**src/rtl/bin_row_tap_buffer_if.sv**
```systemverilog
// Handshake and tap bundle between the raster pixel source, the 3-row tap buffer
// and the downstream three-input OR dilation stage.
interface bin_row_tap_buffer_if #(
  parameter int COL_W = 5,
  parameter int ROW_W = 5
);
  logic             in_valid;
  logic             in_ready;
  logic             in_pix;
  logic             in_sof;
  logic             out_valid;
  logic             out_ready;
  logic             tap_top;
  logic             tap_mid;
  logic             tap_bot;
  logic [COL_W-1:0] out_col;
  logic [ROW_W-1:0] out_row;
  logic             frame_done;

  modport master (
    output in_valid, in_pix, in_sof, out_ready,
    input  in_ready, out_valid, tap_top, tap_mid, tap_bot, out_col, out_row, frame_done
  );

  modport slave (
    input  in_valid, in_pix, in_sof, out_ready,
    output in_ready, out_valid, tap_top, tap_mid, tap_bot, out_col, out_row, frame_done
  );
endinterface

```
**src/rtl/bin_row_tap_buffer.sv**
```systemverilog
// Streaming 3-row line buffer turning a binary raster stream into vertical (top,mid,bot) triplets.
// Optional macro BIN_TAP_BORDER_REPLICATE_EN: border rows replicate the middle tap instead of zero padding.
module bin_row_tap_buffer #(
  parameter int IMG_WIDTH  = 28,
  parameter int IMG_HEIGHT = 28,
  parameter int COL_W      = 5,
  parameter int ROW_W      = 5
) (
  input logic                 clk,
  input logic                 rst_n,
  bin_row_tap_buffer_if.slave bus
);

  localparam logic [COL_W-1:0] LAST_COL = COL_W'(IMG_WIDTH - 1);
  localparam logic [ROW_W-1:0] LAST_ROW = ROW_W'(IMG_HEIGHT - 1);
  localparam logic [ROW_W-1:0] FIRST_K  = ROW_W'(1);

  typedef enum logic [1:0] {
    S_IDLE,
    S_FILL,
    S_STREAM,
    S_FLUSH
  } state_t;

  state_t               r_state;
  logic [COL_W-1:0]     r_col;
  logic [ROW_W-1:0]     r_row;
  logic [IMG_WIDTH-1:0] r_prev;
  logic [IMG_WIDTH-1:0] r_cur;
  logic                 r_fl_all;

  logic                 r_vld_p1;
  logic                 r_top_p1;
  logic                 r_mid_p1;
  logic                 r_bot_p1;
  logic [COL_W-1:0]     r_col_p1;
  logic [ROW_W-1:0]     r_row_p1;
  logic                 r_done_p1;

  logic                 w_in_ready;
  logic                 w_out_free;
  logic                 w_in_xfer;
  logic                 w_out_xfer;
  logic                 w_top_stream;
  logic                 w_bot_flush;

  assign w_out_free = !r_vld_p1 || bus.out_ready;
  assign w_out_xfer = r_vld_p1 && bus.out_ready;
  assign w_in_xfer  = bus.in_valid && w_in_ready;

  always_comb begin
    w_in_ready = 1'b0;
    unique case (r_state)
      S_IDLE:   w_in_ready = 1'b1;
      S_FILL:   w_in_ready = 1'b1;
      S_STREAM: w_in_ready = w_out_free;
      S_FLUSH:  w_in_ready = 1'b0;
      default:  w_in_ready = 1'b0;
    endcase
  end

  // Row 0 has no row above it; row IMG_HEIGHT-1 has no row below it.
`ifdef BIN_TAP_BORDER_REPLICATE_EN
  assign w_top_stream = (r_row == FIRST_K) ? r_cur[r_col] : r_prev[r_col];
  assign w_bot_flush  = r_cur[r_col];
`else
  assign w_top_stream = (r_row == FIRST_K) ? 1'b0 : r_prev[r_col];
  assign w_bot_flush  = 1'b0;
`endif

  // p0 -> p1: accepted pixel (or flush column) loads the single output slot
  always_ff @(posedge clk or negedge rst_n) begin
    if (!rst_n) begin
      r_state   <= S_IDLE;
      r_col     <= '0;
      r_row     <= '0;
      r_prev    <= '0;
      r_cur     <= '0;
      r_fl_all  <= 1'b0;
      r_vld_p1  <= 1'b0;
      r_top_p1  <= 1'b0;
      r_mid_p1  <= 1'b0;
      r_bot_p1  <= 1'b0;
      r_col_p1  <= '0;
      r_row_p1  <= '0;
      r_done_p1 <= 1'b0;
    end else begin
      r_done_p1 <= 1'b0;
      if (w_out_xfer) r_vld_p1 <= 1'b0;

      unique case (r_state)
        S_IDLE: begin
          if (w_in_xfer && bus.in_sof) begin
            r_cur[0] <= bus.in_pix;
            r_col    <= COL_W'(1);
            r_row    <= '0;
            r_state  <= S_FILL;
          end
        end

        S_FILL, S_STREAM: begin
          if (w_in_xfer) begin
            if (bus.in_sof) begin
              // Restart: the new pixel is row 0 col 0 and any pending triplet is dropped
              r_cur[0] <= bus.in_pix;
              r_col    <= COL_W'(1);
              r_row    <= '0;
              r_vld_p1 <= 1'b0;
              r_state  <= S_FILL;
            end else if (r_state == S_FILL) begin
              r_cur[r_col] <= bus.in_pix;
              if (r_col == LAST_COL) begin
                r_col   <= '0;
                r_row   <= FIRST_K;
                r_state <= S_STREAM;
              end else begin
                r_col <= r_col + COL_W'(1);
              end
            end else begin
              r_vld_p1      <= 1'b1;
              r_top_p1      <= w_top_stream;
              r_mid_p1      <= r_cur[r_col];
              r_bot_p1      <= bus.in_pix;
              r_col_p1      <= r_col;
              r_row_p1      <= r_row - FIRST_K;
              r_prev[r_col] <= r_cur[r_col];
              r_cur[r_col]  <= bus.in_pix;
              if (r_col == LAST_COL) begin
                r_col <= '0;
                if (r_row == LAST_ROW) begin
                  r_fl_all <= 1'b0;
                  r_state  <= S_FLUSH;
                end else begin
                  r_row <= r_row + FIRST_K;
                end
              end else begin
                r_col <= r_col + COL_W'(1);
              end
            end
          end
        end

        S_FLUSH: begin
          if (!r_fl_all) begin
            if (w_out_free) begin
              r_vld_p1 <= 1'b1;
              r_top_p1 <= r_prev[r_col];
              r_mid_p1 <= r_cur[r_col];
              r_bot_p1 <= w_bot_flush;
              r_col_p1 <= r_col;
              r_row_p1 <= LAST_ROW;
              if (r_col == LAST_COL) begin
                r_col    <= '0;
                r_fl_all <= 1'b1;
              end else begin
                r_col <= r_col + COL_W'(1);
              end
            end
          end else if (w_out_xfer) begin
            r_done_p1 <= 1'b1;
            r_fl_all  <= 1'b0;
            r_state   <= S_IDLE;
          end
        end

        default: r_state <= S_IDLE;
      endcase
    end
  end

  assign bus.in_ready   = w_in_ready;
  assign bus.out_valid  = r_vld_p1;
  assign bus.tap_top    = r_top_p1;
  assign bus.tap_mid    = r_mid_p1;
  assign bus.tap_bot    = r_bot_p1;
  assign bus.out_col    = r_col_p1;
  assign bus.out_row    = r_row_p1;
  assign bus.frame_done = r_done_p1;

endmodule

```
**src/flat_wrapper.sv**
```systemverilog
// flat-port wrapper written by rule: the top's interface ports become plain ports
module bin_row_tap_buffer_flat 
#(
  parameter int IMG_WIDTH  = 28,
  parameter int IMG_HEIGHT = 28,
  parameter int COL_W      = 5,
  parameter int ROW_W      = 5
)
  (clk, rst_n, bus_in_valid, bus_in_pix, bus_in_sof, bus_out_ready, bus_in_ready, bus_out_valid, bus_tap_top, bus_tap_mid, bus_tap_bot, bus_out_col, bus_out_row, bus_frame_done);
  bin_row_tap_buffer_if #(.COL_W(COL_W), .ROW_W(ROW_W)) bus_i ();
  input logic clk;
  input logic rst_n;
  input wire logic [$bits(bus_i.in_valid)-1:0] bus_in_valid;
  input wire logic [$bits(bus_i.in_pix)-1:0] bus_in_pix;
  input wire logic [$bits(bus_i.in_sof)-1:0] bus_in_sof;
  input wire logic [$bits(bus_i.out_ready)-1:0] bus_out_ready;
  output wire logic [$bits(bus_i.in_ready)-1:0] bus_in_ready;
  output wire logic [$bits(bus_i.out_valid)-1:0] bus_out_valid;
  output wire logic [$bits(bus_i.tap_top)-1:0] bus_tap_top;
  output wire logic [$bits(bus_i.tap_mid)-1:0] bus_tap_mid;
  output wire logic [$bits(bus_i.tap_bot)-1:0] bus_tap_bot;
  output wire logic [$bits(bus_i.out_col)-1:0] bus_out_col;
  output wire logic [$bits(bus_i.out_row)-1:0] bus_out_row;
  output wire logic [$bits(bus_i.frame_done)-1:0] bus_frame_done;
  assign bus_i.in_valid = bus_in_valid;
  assign bus_i.in_pix = bus_in_pix;
  assign bus_i.in_sof = bus_in_sof;
  assign bus_i.out_ready = bus_out_ready;
  assign bus_in_ready = bus_i.in_ready;
  assign bus_out_valid = bus_i.out_valid;
  assign bus_tap_top = bus_i.tap_top;
  assign bus_tap_mid = bus_i.tap_mid;
  assign bus_tap_bot = bus_i.tap_bot;
  assign bus_out_col = bus_i.out_col;
  assign bus_out_row = bus_i.out_row;
  assign bus_frame_done = bus_i.frame_done;
  bin_row_tap_buffer #(.IMG_WIDTH(IMG_WIDTH), .IMG_HEIGHT(IMG_HEIGHT), .COL_W(COL_W), .ROW_W(ROW_W)) u_core (.clk(clk), .rst_n(rst_n), .bus(bus_i));
endmodule
```
**config.mk**
```make
export PLATFORM = sky130hd
export DESIGN_NAME = bin_row_tap_buffer_flat
export DESIGN_NICKNAME = d
export VERILOG_FILES = /design/src/rtl/bin_row_tap_buffer_if.sv /design/src/rtl/bin_row_tap_buffer.sv /design/src/flat_wrapper.sv
export SDC_FILE = /design/constraint.sdc
export NUM_CORES = 1
export LEC_CHECK = 0
export ABC_AREA = 1
export BUFFER_PORTS_ARGS = -buffer_cell sky130_fd_sc_hd__buf_4
export CAP_MARGIN = 20
export CORE_ASPECT_RATIO = 0.7
export CORE_UTILIZATION = 50
export CTS_CLUSTER_SIZE = 25
export DETAILED_ROUTE_END_ITERATION = 10
export HOLD_SLACK_MARGIN = 0.15
export PLACE_DENSITY = 0.7
export RECOVER_POWER = 25
export SETUP_SLACK_MARGIN = 0.1
export SLEW_MARGIN = 20
export SYNTH_ARGS = -nofsm -noshare
export SYNTH_HDL_FRONTEND = slang
export SYNTH_SLANG_ARGS = --single-unit
```
**constraint.sdc**
```tcl
create_clock -name clk -period 1.9 [get_ports clk]
set_clock_uncertainty 0.1 [all_clocks]
set_input_delay 0.38 -clock clk [delete_from_list [all_inputs] [get_ports clk]]
set_output_delay 0.38 -clock clk [all_outputs]
set_load 0.02 [all_outputs]
```
==> results.cfg <==
[outcome]
status = complete, but fails checks
violations = setup timing

[placed_design]
gp_congestion = 0.9658
hpwlAfterDp_microns = 9371
io_buffer_count = 21
placedCellCount = 890

[cells_and_area]
layout.cells.non_filler = 939
drive_above_1_share = 0.2774
n_fill_cell = 735
antenna_cells = 0
layout_commonest_cell = nand2_1
fin_nets = 825
final_cell_mix = nand2_1 (267), dfrtp_1 (80), inv_1 (73)
syn_to_final_growth_pct = 37.42

[detailed_routing]
vias_per_cell = 5.510
num_vias = 5174
first_pass_iters = 5
ant_nets = 0
wl_per_cell_microns = 16.82
route.detailed.drc = 0
routed_wl_microns = 15800
drt_iter0_markers = 512

[timing]
finalSetupViolCount = 31
finalWorstPathRequiredPeriod_ns = 1.982
relSlewSlack = 0.4016
rsz0062_at_grt = true
final.setup.tns_ns = -1.076
timing.fmax_mhz = 504.6
fin_crit_sh = 1.043
postLayoutSetupSlackWorst_ns = -0.08182
finalHoldViolCount = 0
drv_slew = 0
tightest_slew_ns = 0.8976

[synth]
synth_top_flop_cell = dfrtp_1
ys_ff_latch = 84
synth-edff-count = 0
ys_types = 32
synthCells = 724
syn_area_sq_mm = 0.005002
synthArstFlopShare = 1.000
syn_avg_cell_area_sq_um = 6.909
syn_nets = 743
yosys_warnings = 0
yosysSeqAreaShare = 0.4202

[power_and_ir_drop]
p_total_mw = 9.204
p_leak_nw = 3.262
p_per_area_mw_per_mm2 = 1339
vdd_ir_drop_max_mv = 1.080

[critical_path]
crit_slowest_cell = dfrtp_2
arrival_ns = 2.13
path_buf_inv = 3
cp-end-kind = flop
critPathRequiredTime_ns = 2.04
cp_top_family = simple AND/OR/NAND/NOR gates
cp_slowest_stage_delay_ns = 0.44
crit_chain = buf_12 > ha_4 > nand3_4 > nand3_4 > nor2_4 > buf_6 > nand2_4 > buf_12 > nor2_4 > nand2_1 > nand2_1 > nand2_1
crit_type = reg2reg
crit_top_cell = nand2_1
setup.worst_path.start_class = flop
path_max_fanout = 5

[global_routing]
gr-total-overflow = 0
grt_pass1_vias = 4628
grt_antenna_before_repair = 0
grt_pass1_wl_microns = 23500
grt_use_total = 0.2954
grt_max_degree = 35

[clock_network]
clk_pin_slew_ns = 0.06
clock_latency_ns = 0.35
cts-root-buf = clkbuf_16
cts_buffers = 9
cts_tree = done
clockBufferDepth = 2
cts.sinks = 84
htreeDepth = 3

[floorplanning]
die_area_sq_mm = 0.01042
die_x_microns = 121.6
die_h_microns = 85.69
row_count = 30
core_sq_mm = 0.009722
ios = 22
start_util = 0.5145

[run]
drv_cap = 0

[worst_hold_path]
hold_path_class = in2reg
-- report_power, final --
| group | internal (mW) | leakage [nW] | switching (mW) |
|---|---|---|---|
| clock | 1.04 | 0.148 | 0.802 |
| combinational | 2.04 | 2.08 | 3.11 |
| sequential | 2.04 | 1.03 | 0.175 |
-- layout make-up --
| type | count | area (sq um) | area share |
|---|---|---|---|
| repair buffers | 95 | 908.4 | 0.1321 |
| clock buffers | 9 | 225.2 | 0.03276 |
| inverters | 90 | 356.6 | 0.05187 |
| flip-flops and latches | 84 | 2107 | 0.3065 |
| well taps | 128 | 160.2 | 0.02330 |
| multi-input cells | 526 | 3033 | 0.4412 |
| clock inverters | 7 | 83.83 | 0.01220 |
-- synthesized netlist by cell type (all sizes together) (2+ instances only) --
| cell | n | area share |
|---|---|---|
| nand2 | 287 | 0.22 |
| inv | 89 | 0.068 |
| dfrtp | 84 | 0.42 |
| nor2 | 63 | 0.052 |
| o21ai | 50 | 0.050 |
| nand3 | 49 | 0.053 |
| nor3 | 25 | 0.032 |
| buf | 17 | 0.021 |
| a21oi | 14 | 0.014 |
| ha | 13 | 0.033 |
| clkbuf | 9 | 0.0068 |
| nand4 | 7 | 0.0088 |
| xor2 | 6 | 0.011 |
| a31oi | 5 | 0.0063 |
| a22oi | 2 | 0.0030 |
-- per-stage QoR --
stage	setup slack [ns]	hold WS (ns)	utilization	area (sq um)
3_5_place_dp	-0.1273	0.2726	0.5819	5657
5_1_grt	-0.1789	0.2263	0.7071	6874
3_3_place_gp	-0.05017	0.2741	0.5819	5657
2_1_floorplan	-0.06706	-0.01559	-	5125
6_report	-0.08182	0.2190	0.7071	6874
4_1_cts	-0.07509	0.2124	0.6578	6395
-- sequential cells by signal, indices dropped and copies added, names as in the netlist, 2 cells and up --
name                cells
u_core.r_col            5
u_core.r_row            5
u_core.r_prev          28
u_core.r_state          2
u_core.r_cur           28
u_core.bus.out_col      5
u_core.bus.out_row      5
-- kinds of logic (layout without fill, tap and decap cells) --
group / Yosys count / count (layout) / synth area share
buffers and inverters: 116 / 201 / 0.09580
and+or+nand+nor: 431 / 433 / 0.3629
DFF: 84 / 84 / 0.4202
AOI/OAI and AO/OA: 73 / 73 / 0.07629
xor gates and xnor gates: 7 / 7 / 0.01226
adders and majority gates: 13 / 13 / 0.03252
-- worst min-delay path, stage by stage --
cell and delay [ns]:
buf_4 0.12, nand3_1 0.09, nor2_1 0.05
-- layer usage --
metal	share of wire	wire length, microns	vias to the layer above	GRT usage
li1	-	-	2429	-
met1	0.44	6997	2498	0.4356
met2	0.45	7173	212	0.4370
met3	0.082	1300	35	0.06250
met4	0.021	327	0	0.07969
met5	0	0	-	0
-- timing repair --
item	in CTS	in global routing
resized for setup	79	88
setup endpoints to repair	83	83
pin swaps	9	31
gates cloned	5	3
setup buffers	7	18
hold buffers	1	0
endpoints found under the hold margin	32	0
-- path summary, 6_finish.rpt --
| path | start | end | depth (start not counted) | slack [ns] |
|---|---|---|---|---|
| worst max-delay path | u_core.r_state[1]$_DFFE_PN0P_ | u_core.r_prev[1]$_DFFE_PN0P_ | 12 | -0.08 |
| worst min-delay path | bus_out_ready | u_core.bus.frame_done$_DFF_PN0_ | 3 | 0.22 |
| max in group asynchronous | rst_n | u_core.r_state[1]$_DFFE_PN0P_ | 3 | 0.15 |
| worst max register to register | u_core.r_state[1]$_DFFE_PN0P_ | u_core.r_prev[1]$_DFFE_PN0P_ | 12 | -0.08 |
| min in group asynchronous | rst_n | u_core.r_prev[3]$_DFFE_PN0P_ | 2 | 0.59 |
| worst min register to register | u_core.r_prev[13]$_DFFE_PN0P_ | u_core.r_prev[13]$_DFFE_PN0P_ | 2 | 0.38 |
(Power assumes the default switching activity.)
